`src/rtl/mem_stage_ls.sv`:
```
// Memory stage with load/store response handling: waits on data_ok, extracts and extends load data,
// buffers responses while WB stalls and drops responses of flushed loads. Optional ID forwarding port: MS_FWD_EN.
module mem_stage_ls #(
    parameter int unsigned DATA_W          = 32,
    parameter int unsigned DROP_W          = 2,
    parameter int unsigned ES_TO_MS_BUS_WD = 2*DATA_W+10,
    parameter int unsigned MS_TO_WS_BUS_WD = 2*DATA_W+6
) (
    input  logic                       clk,
    input  logic                       reset,
    input  logic                       ws_allowin,
    output logic                       ms_allowin,
    input  logic                       es_to_ms_valid,
    input  logic [ES_TO_MS_BUS_WD-1:0] es_to_ms_bus,
    output logic                       ms_to_ws_valid,
    output logic [MS_TO_WS_BUS_WD-1:0] ms_to_ws_bus,
    input  logic                       data_sram_data_ok,
    input  logic [DATA_W-1:0]          data_sram_rdata,
    input  logic                       ms_flush,
    output logic                       ms_fwd_valid,
    output logic                       ms_fwd_stall,
    output logic [4:0]                 ms_fwd_dest,
    output logic [DATA_W-1:0]          ms_fwd_data
);

    localparam int unsigned OFF_W = $clog2(DATA_W/8);
    localparam logic [DROP_W-1:0] DROP_MAX = '1;

    logic                       ms_valid;
    logic [ES_TO_MS_BUS_WD-1:0] es_bus_r;
    logic                       rbuf_valid;
    logic [DATA_W-1:0]          rbuf_data;
    logic [DROP_W-1:0]          drop_cnt;

    logic [2:0]        ld_op;
    logic              res_from_mem;
    logic              gr_we;
    logic [4:0]        dest;
    logic [DATA_W-1:0] alu_result;
    logic [DATA_W-1:0] pc;

    assign ld_op        = es_bus_r[ES_TO_MS_BUS_WD-1 -: 3];
    assign res_from_mem = es_bus_r[ES_TO_MS_BUS_WD-4];
    assign gr_we        = es_bus_r[ES_TO_MS_BUS_WD-5];
    assign dest         = es_bus_r[ES_TO_MS_BUS_WD-6 -: 5];
    assign alu_result   = es_bus_r[2*DATA_W-1 -: DATA_W];
    assign pc           = es_bus_r[DATA_W-1:0];

    logic resp_ok;
    logic ms_ready_go;
    logic load_wait;
    logic drop_dec;
    logic drop_inc;

    // A response is consumable only once all discards for cancelled loads have drained
    assign resp_ok        = data_sram_data_ok && (drop_cnt == '0);
    assign ms_ready_go    = !res_from_mem || rbuf_valid || resp_ok;
    assign ms_allowin     = !ms_valid || (ms_ready_go && ws_allowin);
    assign ms_to_ws_valid = ms_valid && ms_ready_go && !ms_flush;
    assign load_wait      = ms_valid && res_from_mem && !rbuf_valid;
    assign drop_dec       = data_sram_data_ok && (drop_cnt != '0);
    assign drop_inc       = ms_flush && load_wait && !resp_ok;

    logic [DATA_W-1:0] ld_raw;
    logic [OFF_W-1:0]  offset;
    logic [OFF_W-1:0]  off_h;
    logic [OFF_W-1:0]  off_w;
    logic [7:0]        byte_v;
    logic [15:0]       half_v;
    logic [31:0]       word_v;
    logic [DATA_W-1:0] ld_ext;
    logic [DATA_W-1:0] final_result;

    assign ld_raw = rbuf_valid ? rbuf_data : data_sram_rdata;
    assign offset = alu_result[OFF_W-1:0];

    // Lane select and extension; offset bits below the access size are ignored
    always_comb begin
        off_h  = offset & ~OFF_W'(1);
        off_w  = offset & ~OFF_W'(3);
        byte_v = 8'(ld_raw >> {offset, 3'b000});
        half_v = 16'(ld_raw >> {off_h, 3'b000});
        word_v = 32'(ld_raw >> {off_w, 3'b000});
        ld_ext = DATA_W'($signed(word_v));
        case (ld_op)
            3'b001:  ld_ext = DATA_W'($signed(byte_v));
            3'b010:  ld_ext = DATA_W'(byte_v);
            3'b011:  ld_ext = DATA_W'($signed(half_v));
            3'b100:  ld_ext = DATA_W'(half_v);
            3'b101:  ld_ext = DATA_W'(word_v);
            3'b110:  ld_ext = ld_raw;
            default: ld_ext = DATA_W'($signed(word_v));
        endcase
    end

    assign final_result = res_from_mem ? ld_ext : alu_result;
    assign ms_to_ws_bus = {gr_we && ms_valid, dest, final_result, pc};

    // Pipeline, response buffer and discard counter state
    always_ff @(posedge clk) begin
        if (reset) begin
            ms_valid   <= 1'b0;
            es_bus_r   <= '0;
            rbuf_valid <= 1'b0;
            rbuf_data  <= '0;
            drop_cnt   <= '0;
        end else begin
            if (ms_flush) begin
                ms_valid <= 1'b0;
            end else if (ms_allowin) begin
                ms_valid <= es_to_ms_valid;
                if (es_to_ms_valid) begin
                    es_bus_r <= es_to_ms_bus;
                end
            end

            if (ms_flush || ms_allowin) begin
                rbuf_valid <= 1'b0;
            end else if (load_wait && resp_ok && !ws_allowin) begin
                rbuf_valid <= 1'b1;
                rbuf_data  <= data_sram_rdata;
            end

            if (drop_inc && !drop_dec && (drop_cnt != DROP_MAX)) begin
                drop_cnt <= drop_cnt + DROP_W'(1);
            end else if (drop_dec && !drop_inc) begin
                drop_cnt <= drop_cnt - DROP_W'(1);
            end
        end
    end

`ifdef MS_FWD_EN
    assign ms_fwd_valid = ms_valid && gr_we && (dest != 5'd0);
    assign ms_fwd_dest  = dest;
    assign ms_fwd_data  = final_result;
    assign ms_fwd_stall = ms_fwd_valid && res_from_mem && !ms_ready_go;
`else
    assign ms_fwd_valid = 1'b0;
    assign ms_fwd_dest  = 5'd0;
    assign ms_fwd_data  = '0;
    assign ms_fwd_stall = 1'b0;
`endif

endmodule

```
`config.mk`:
```
export PLATFORM = sky130hd
export DESIGN_NAME = mem_stage_ls
export DESIGN_NICKNAME = d
export VERILOG_FILES = /design/src/rtl/mem_stage_ls.sv
export SDC_FILE = /design/constraint.sdc
export NUM_CORES = 1
export LEC_CHECK = 0
export ABC_AREA = 1
export CORE_MARGIN = 1.5
export CORE_UTILIZATION = 35
export CTS_CLUSTER_DIAMETER = 60
export DETAILED_ROUTE_END_ITERATION = 10
export HOLD_SLACK_MARGIN = 0.05
export PLACE_DENSITY = 0.71
export SLEW_MARGIN = 25
export SYNTH_ARGS = -nofsm -noshare
export SYNTH_HDL_FRONTEND = slang
export SYNTH_SLANG_ARGS = --single-unit
```
`constraint.sdc`:
```
create_clock -name clk -period 1.9 [get_ports clk]
set_clock_uncertainty 0.05 [all_clocks]
set_input_delay 0.285 -clock clk [delete_from_list [all_inputs] [get_ports clk]]
set_output_delay 0.285 -clock clk [all_outputs]
set_load 0.1 [all_outputs]
```
==> reports/qor.txt, run 1 <==
# diodes: 0
Register area share after synthesis: 30.5%
WP data required: 1.56 ns
Met3 wire len: 1620 µm
RSZ-0062 raised after global routing: yes
Residual DRC: 0
P per Cell Area: 742 mW/mm²
Startpoint Class: register
Largest net degree at the start of global routing: 69
Placer Congestion: 0.882
Core area: 0.0202 mm²
Power Total: 8.06 mW
Critical path capture point type: primary output
Initial antenna violation count: 0
Final worst slack: -0.446 ns
Met1 WL: 9600 µm
Crit Reg-Reg Endpoint: es_bus_r[26]
Placed cell area: 0.00987 mm²
Layout area overhead: 50.4%
Fmax: 426 MHz
Gr usage total: 20.6%
RR Startpoint: rbuf_valid
MaxCap Viol Count: 0
Final core occ: 53.7%
Lkg Pwr: 4.95 nW
I/O Pins: 223
Uppermost layer routed: met4
Number of global-route vias before repair: 6956
CP endpoint: ms_to_ws_bus[51]
Yosys cell types: 29
Cells on worst reg2reg path: 10
Synthesized flop and latch total: 110
First-pass GRT wire length: 35400 µm
Hold_sp: data_sram_data_ok
ANT nets after route: 0
Die area: 0.0215 mm²
Reg clk slew, reported paths: 0.09 ns
Commonest non-fill, non-tap cell in the layout: nand2_1
Top_reg_cell synth: dfxtp_1
Routed len/inst: 14.7 µm
Num CTS Buffers: 9
CP Launch Point: rbuf_valid
CP Data Arrival Time: 2.01 ns
Async S/R FF share, synth: 0%
Vias: 7569
Average cell area after synthesis: 6.35 µm²
Post-synth EDFFs: 0
Clk_lat worst skew: 0.36 ns
WL met2: 11200 µm
Filler cells: 1944
Failing checks: setup timing
Critical Setup Path Class: register to primary output
Die height: 147 µm
Minimum clock period: 2.35 ns
Vias per inst: 4.78
Yosys warnings: 0
Die width: 147 µm
Initial core utilization: 35.7%
CP max FO: 8
Clock Tree Buf Depth: 2
NumNets Final: 1421
Post-route setup TNS: -13.18 ns
Layout cells sized above 1: 27.5%
CTS root buf: clkbuf_16
Fin. Hold Viols: 0
Final setup viols: 33
Netlist Area Pre-Place: 0.00722 mm²
Fin crit share: 123%
Rows: 52
First-pass DRT Iterations: 5
Grt ovf: 0
PortBufs: 183
Leading cell types in the layout, fill and taps excluded: 272 x nand2_1, 161 x nor2_1, 110 x clkdlybuf4s50_1, 104 x dfxtp_1, 83 x buf_4
Fin Hold WS: 0.377 ns
1st-iter DRT viols: 451
Final Max Tran Viols: 0
# H-tree levels: 3
Post-DP HPWL: 16400 µm
Worst vdd ir: 0.511 mV
Status: complete, but fails checks
R2r setup slk: 0.13 ns
Hold crit path type: input pin to register
Cells after Synth: 1138
CTS tree: built
Post-Route WL: 23200 µm
Final instance area: 0.0109 mm²
CTS sink count: 110
==> per-layer routing <==
layer / track usage (%) / up-vias
met2: 34.5 / 271
met4: 8.94 / 0
li1: - / 3804
met5: 0 / -
met1: 25.5 / 3451
met3: 4.47 / 43
==> how the worst min path moves through the flow <==
stage	endpoint	slack, ns	cells after the start
3_5_place_dp	es_bus_r[56]	0.42	2
3_3_place_gp	es_bus_r[62]	0.41	2
2_1_floorplan	drop_cnt[1]	0.31	1
4_1_cts	drop_cnt[1]	0.37	4
6_report	drop_cnt[1]	0.38	4
5_1_grt	drop_cnt[1]	0.40	4
==> synthesized netlist by cell type, types with 3 or more instances <==
master	instances	area (µm²)
nor2_1	176	661
nand3b_1	74	556
nand2_1	334	1250
buf_1	5	18.8
nand2_2	4	25.0
a31oi_1	6	37.5
buf_4	86	646
nand3_1	60	300
clkbuf_1	23	86.3
buf_6	14	158
nand3_2	13	130
a21oi_1	95	475
and2_1	3	18.8
or2_2	16	100
buf_2	23	115
o21ai_0	14	70.1
dfxtp_1	110	2200
inv_1	71	267
==> worst max-delay path, cell delays in order (launching register included) <==
cell        delay (ns)
dfxtp_4           0.41
buf_12            0.18
nand2_4           0.06
nand3_2           0.09
nand3_2           0.11
nand2_4           0.13
nand2_8           0.09
buf_12            0.16
nand3_1           0.09
nand2_2           0.07
clkinvlp_4        0.08
buf_12            0.16
==> cells by family (layout without fill, tap and decap cells) <==
| logic type | count (synthesis) | after routing | share of synthesized area, % |
|---|---|---|---|
| other | 1 | 39 | 0.0519 |
| AND/OR/NAND/NOR | 685 | 687 | 42.9 |
| AO/OA/AOI/OAI | 117 | 117 | 8.30 |
| flip-flops | 110 | 110 | 30.5 |
| buffers and inverters | 225 | 361 | 18.3 |
==> metrics by stage <==
step	std cells	worst slack, ns
after global routing	1584	-0.543
after global placement	1556	-0.321
after CTS	1581	-0.482
after floorplan	1176	-0.0249
after detailed placement	1556	-0.352
final	1584	-0.446
==> flip-flops by register name (all words and copies together) (netlist names) <==
name,cells
es_bus_r,74
rbuf_valid,1
rbuf_data,32
ms_valid,1
drop_cnt,2
==> repair_timing <==
| action | in CTS | in global routing |
|---|---|---|
| hold buffers | 0 | 0 |
| pin swaps | 15 | 35 |
| setup buffers | 6 | 3 |
| cloned | 3 | 3 |
| gates resized for setup | 47 | 101 |
| setup endpoints to repair | 33 | 33 |
==> where the power goes <==
group / switching, mW / leakage, nW / internal (mW)
Sequential: 0.0744 / 0.904 / 2.41
Combinational: 2.30 / 3.89 / 1.17
Clock: 1.03 / 0.162 / 1.08
==> area by class of cell <==
| type | instances | area [µm²] | area share (%) |
|---|---|---|---|
| Tap cell | 270 | 338 | 3.11 |
| Timing Repair Buffer | 272 | 3170 | 29.2 |
| Inverter | 73 | 345 | 3.18 |
| Multi-Input combinational cell | 843 | 4460 | 41.1 |
| Clock inverter | 7 | 105 | 0.967 |
| Sequential cell | 110 | 2220 | 20.4 |
| Clock buffer | 9 | 225 | 2.07 |
(Power assumes the default switching activity.)
==> inputs of run 2 (changes only) <==
Settings changed: CELL_PAD_IN_SITES_DETAIL_PLACEMENT set to 1, CELL_PAD_IN_SITES_GLOBAL_PLACEMENT set to 2, CORE_ASPECT_RATIO set to 0.6, CORE_UTILIZATION 35 to 24, PLACE_DENSITY 0.71 to unset, PLACE_DENSITY_LB_ADDON set to 0.1.
==> run 2 against run 1 <==
  * The run still ends with setup timing left
  * Die area increased by 45%
  * Cell area increased by 5.5%
  * Largest power group unchanged
  * Via count increased by 0.38%
  * Count of clock-buffer cells in the layout increased by 2
  * Sequential share of layout area decreased by 1.1 points
  * Largest cell class unchanged
  * Final cell count increased by 9.5%
  * Routed wire length increased by 28%
  * Setup slack got worse by 0.099 ns
==> reports/qor.txt, run 2 (synthesized netlist as in run 1, its figures left out) <==
Status: complete, but fails checks
Failing checks: setup timing
Comb pwr share: 43.1%
Gr usage total: 18.7%
Clk_lat worst skew: 0.38 ns
Final setup viols: 34
I/O Pins: 223
Post-Route WL: 29700 µm
CP Data Arrival Time: 2.11 ns
CP Launch Point: rbuf_valid
Top reg by flops: es_bus_r
Crit path top cell by count: buf_12
Minimum clock period: 2.44 ns
Critical Setup Path Class: register to primary output
ANT nets after route: 0
Largest net degree at the start of global routing: 45
Final worst slack: -0.544 ns
Max incr delay on CP: 0.39 ns
CP endpoint: ms_to_ws_bus[56]
Grt ovf: 0
Initial antenna violation count: 3
Fin crit share: 129%
Critical-path top delay cell: dfxtp_4
Commonest non-fill, non-tap cell in the layout: nand2_1
1st-iter DRT viols: 314
Layout area overhead: 58.7%
Number of global-route vias before repair: 7509
Layout cells sized above 1: 30.7%
Cells on worst reg2reg path: 12
Die height: 137 µm
First-pass DRT Iterations: 4
WP data required: 1.56 ns
Buffers & Inverters on Critical Path: 5
Worst vdd ir: 0.440 mV
Hold crit path type: register to register
RR Startpoint: rbuf_valid
Die width: 227 µm
Critical Path Stages: 12
Startpoint Class: register
Clock Tree Buf Depth: 2
CTS tree: built
Vias per inst: 4.38
Residual DRC: 0
Placer Congestion: 0.782
Family with the most delay on the worst path: buffers and inverters
CTS root buf: clkbuf_16
Biggest regs: es_bus_r (74), rbuf_data (32), drop_cnt (2)
Internal Power: 4.80 mW
Net Sw Frac: 41.8%
MaxCap Viol Count: 0
P per Cell Area: 720 mW/mm²
Final core occ: 39.3%
Fin Hold WS: 0.430 ns
Vias: 7598
Sequential share of power: 30.1%
Post-DP HPWL: 21600 µm
Hold Buf Count CTS: 0
CP Cell Sequence: buf_12 > buf_12 > nand2_8 > nand3_4 > nand3_4 > nand2_4 > nand2_8 > clkbuf_16 > nand3_2 > nand2_2 > clkinvlp_4 > buf_12
CP max FO: 8
Crit Reg-Reg Endpoint: es_bus_r[14]
Die area: 0.0312 mm²
Lkg Pwr: 5.05 nW
CTS sink count: 110
# H-tree levels: 3
Initial core utilization: 24.7%
Clock power frac: 26.8%
Leading cell types in the layout, fill and taps excluded: 245 x nand2_1, 163 x nor2_1, 111 x clkdlybuf4s50_1, 105 x dfxtp_1, 100 x buf_4
Fmax: 409 MHz
Reg clk slew, reported paths: 0.08 ns
Num CTS Buffers: 9
Critical path capture point type: primary output
Final Max Tran Viols: 0
Fin. Hold Viols: 0
Routed len/inst: 17.1 µm
NetSw: 3.45 mW
PortBufs: 183
NumNets Final: 1440
Rows: 48
R2r setup slk: 0.06 ns
RSZ-0062 raised after global routing: yes
Number of flip-flops in the largest register: 74
Core area: 0.0292 mm²
First-pass GRT wire length: 43700 µm
## run 2: worst min-delay path by stage
stage	slack, ns	start	end	cells past startpoint
4_1_cts	0.44	es_bus_r[62]	es_bus_r[62]	2
6_report	0.43	es_bus_r[62]	es_bus_r[62]	2
5_1_grt	0.46	es_bus_r[22]	es_bus_r[22]	2
3_3_place_gp	0.41	es_bus_r[58]	es_bus_r[58]	2
2_1_floorplan	0.31	reset	drop_cnt[1]	1
3_5_place_dp	0.42	es_bus_r[62]	es_bus_r[62]	2
## run 2: timing repair
action,in CTS,in global routing
setup endpoints to repair,34,74
gates resized for setup,65,132
gates cloned,1,8
hold endpoints to repair,0,0
pin swaps,6,55
setup buffers,6,7
## run 2: routing by layer
layer	up-vias	track usage, %	part of all wire, %
li1	3844	-	-
met1	3639	27.2	52
met2	106	27.9	42
met3	9	4.44	4.5
met4	0	3.31	0.55
met5	-	0	0
## run 2: power groups by stage
stage               clock, mW  combinational, mW  sequential [mW]
global placement            0               3.34             2.54
global route             2.41               3.74             2.50
floorplan                   0               2.34             2.51
finish                   2.21               3.56             2.48
CTS                      2.32               3.42             2.48
detailed placement          0               3.34             2.54
## run 2: cell type report
class	instances	area, µm²
well taps	400	500
clock inverters	5	81.3
flip-flops and latches	110	2220
repair buffers	292	3430
clock buffers	11	243
fillers	3578	17700
multi-input cells	841	4620
repair inverters	1	16.3
inverters	73	348
diodes	2	5.00
## run 2: through the flow
stage	instances	TNS [ns]	instance area [µm²]	worst slack (ns)	total power [mW]
4_1_cts	1721	-14.41	10700	-0.540	8.22
3_5_place_dp	1698	-20.65	10100	-0.434	5.88
5_1_grt	1733	-20.25	11500	-0.623	8.65
2_1_floorplan	1176	-0.0882	7610	-0.0249	4.85
3_3_place_gp	1698	-22.77	10100	-0.426	5.88
6_report	1735	-15.93	11500	-0.544	8.25
## run 2: tightest hold or removal path: cells and delay by family (launching register included)
kind / cells / cell delay (ns)
AND/OR/NAND/NOR: 1 / 0.08
AO/OA/AOI/OAI: 1 / 0.04
flip-flops: 1 / 0.33
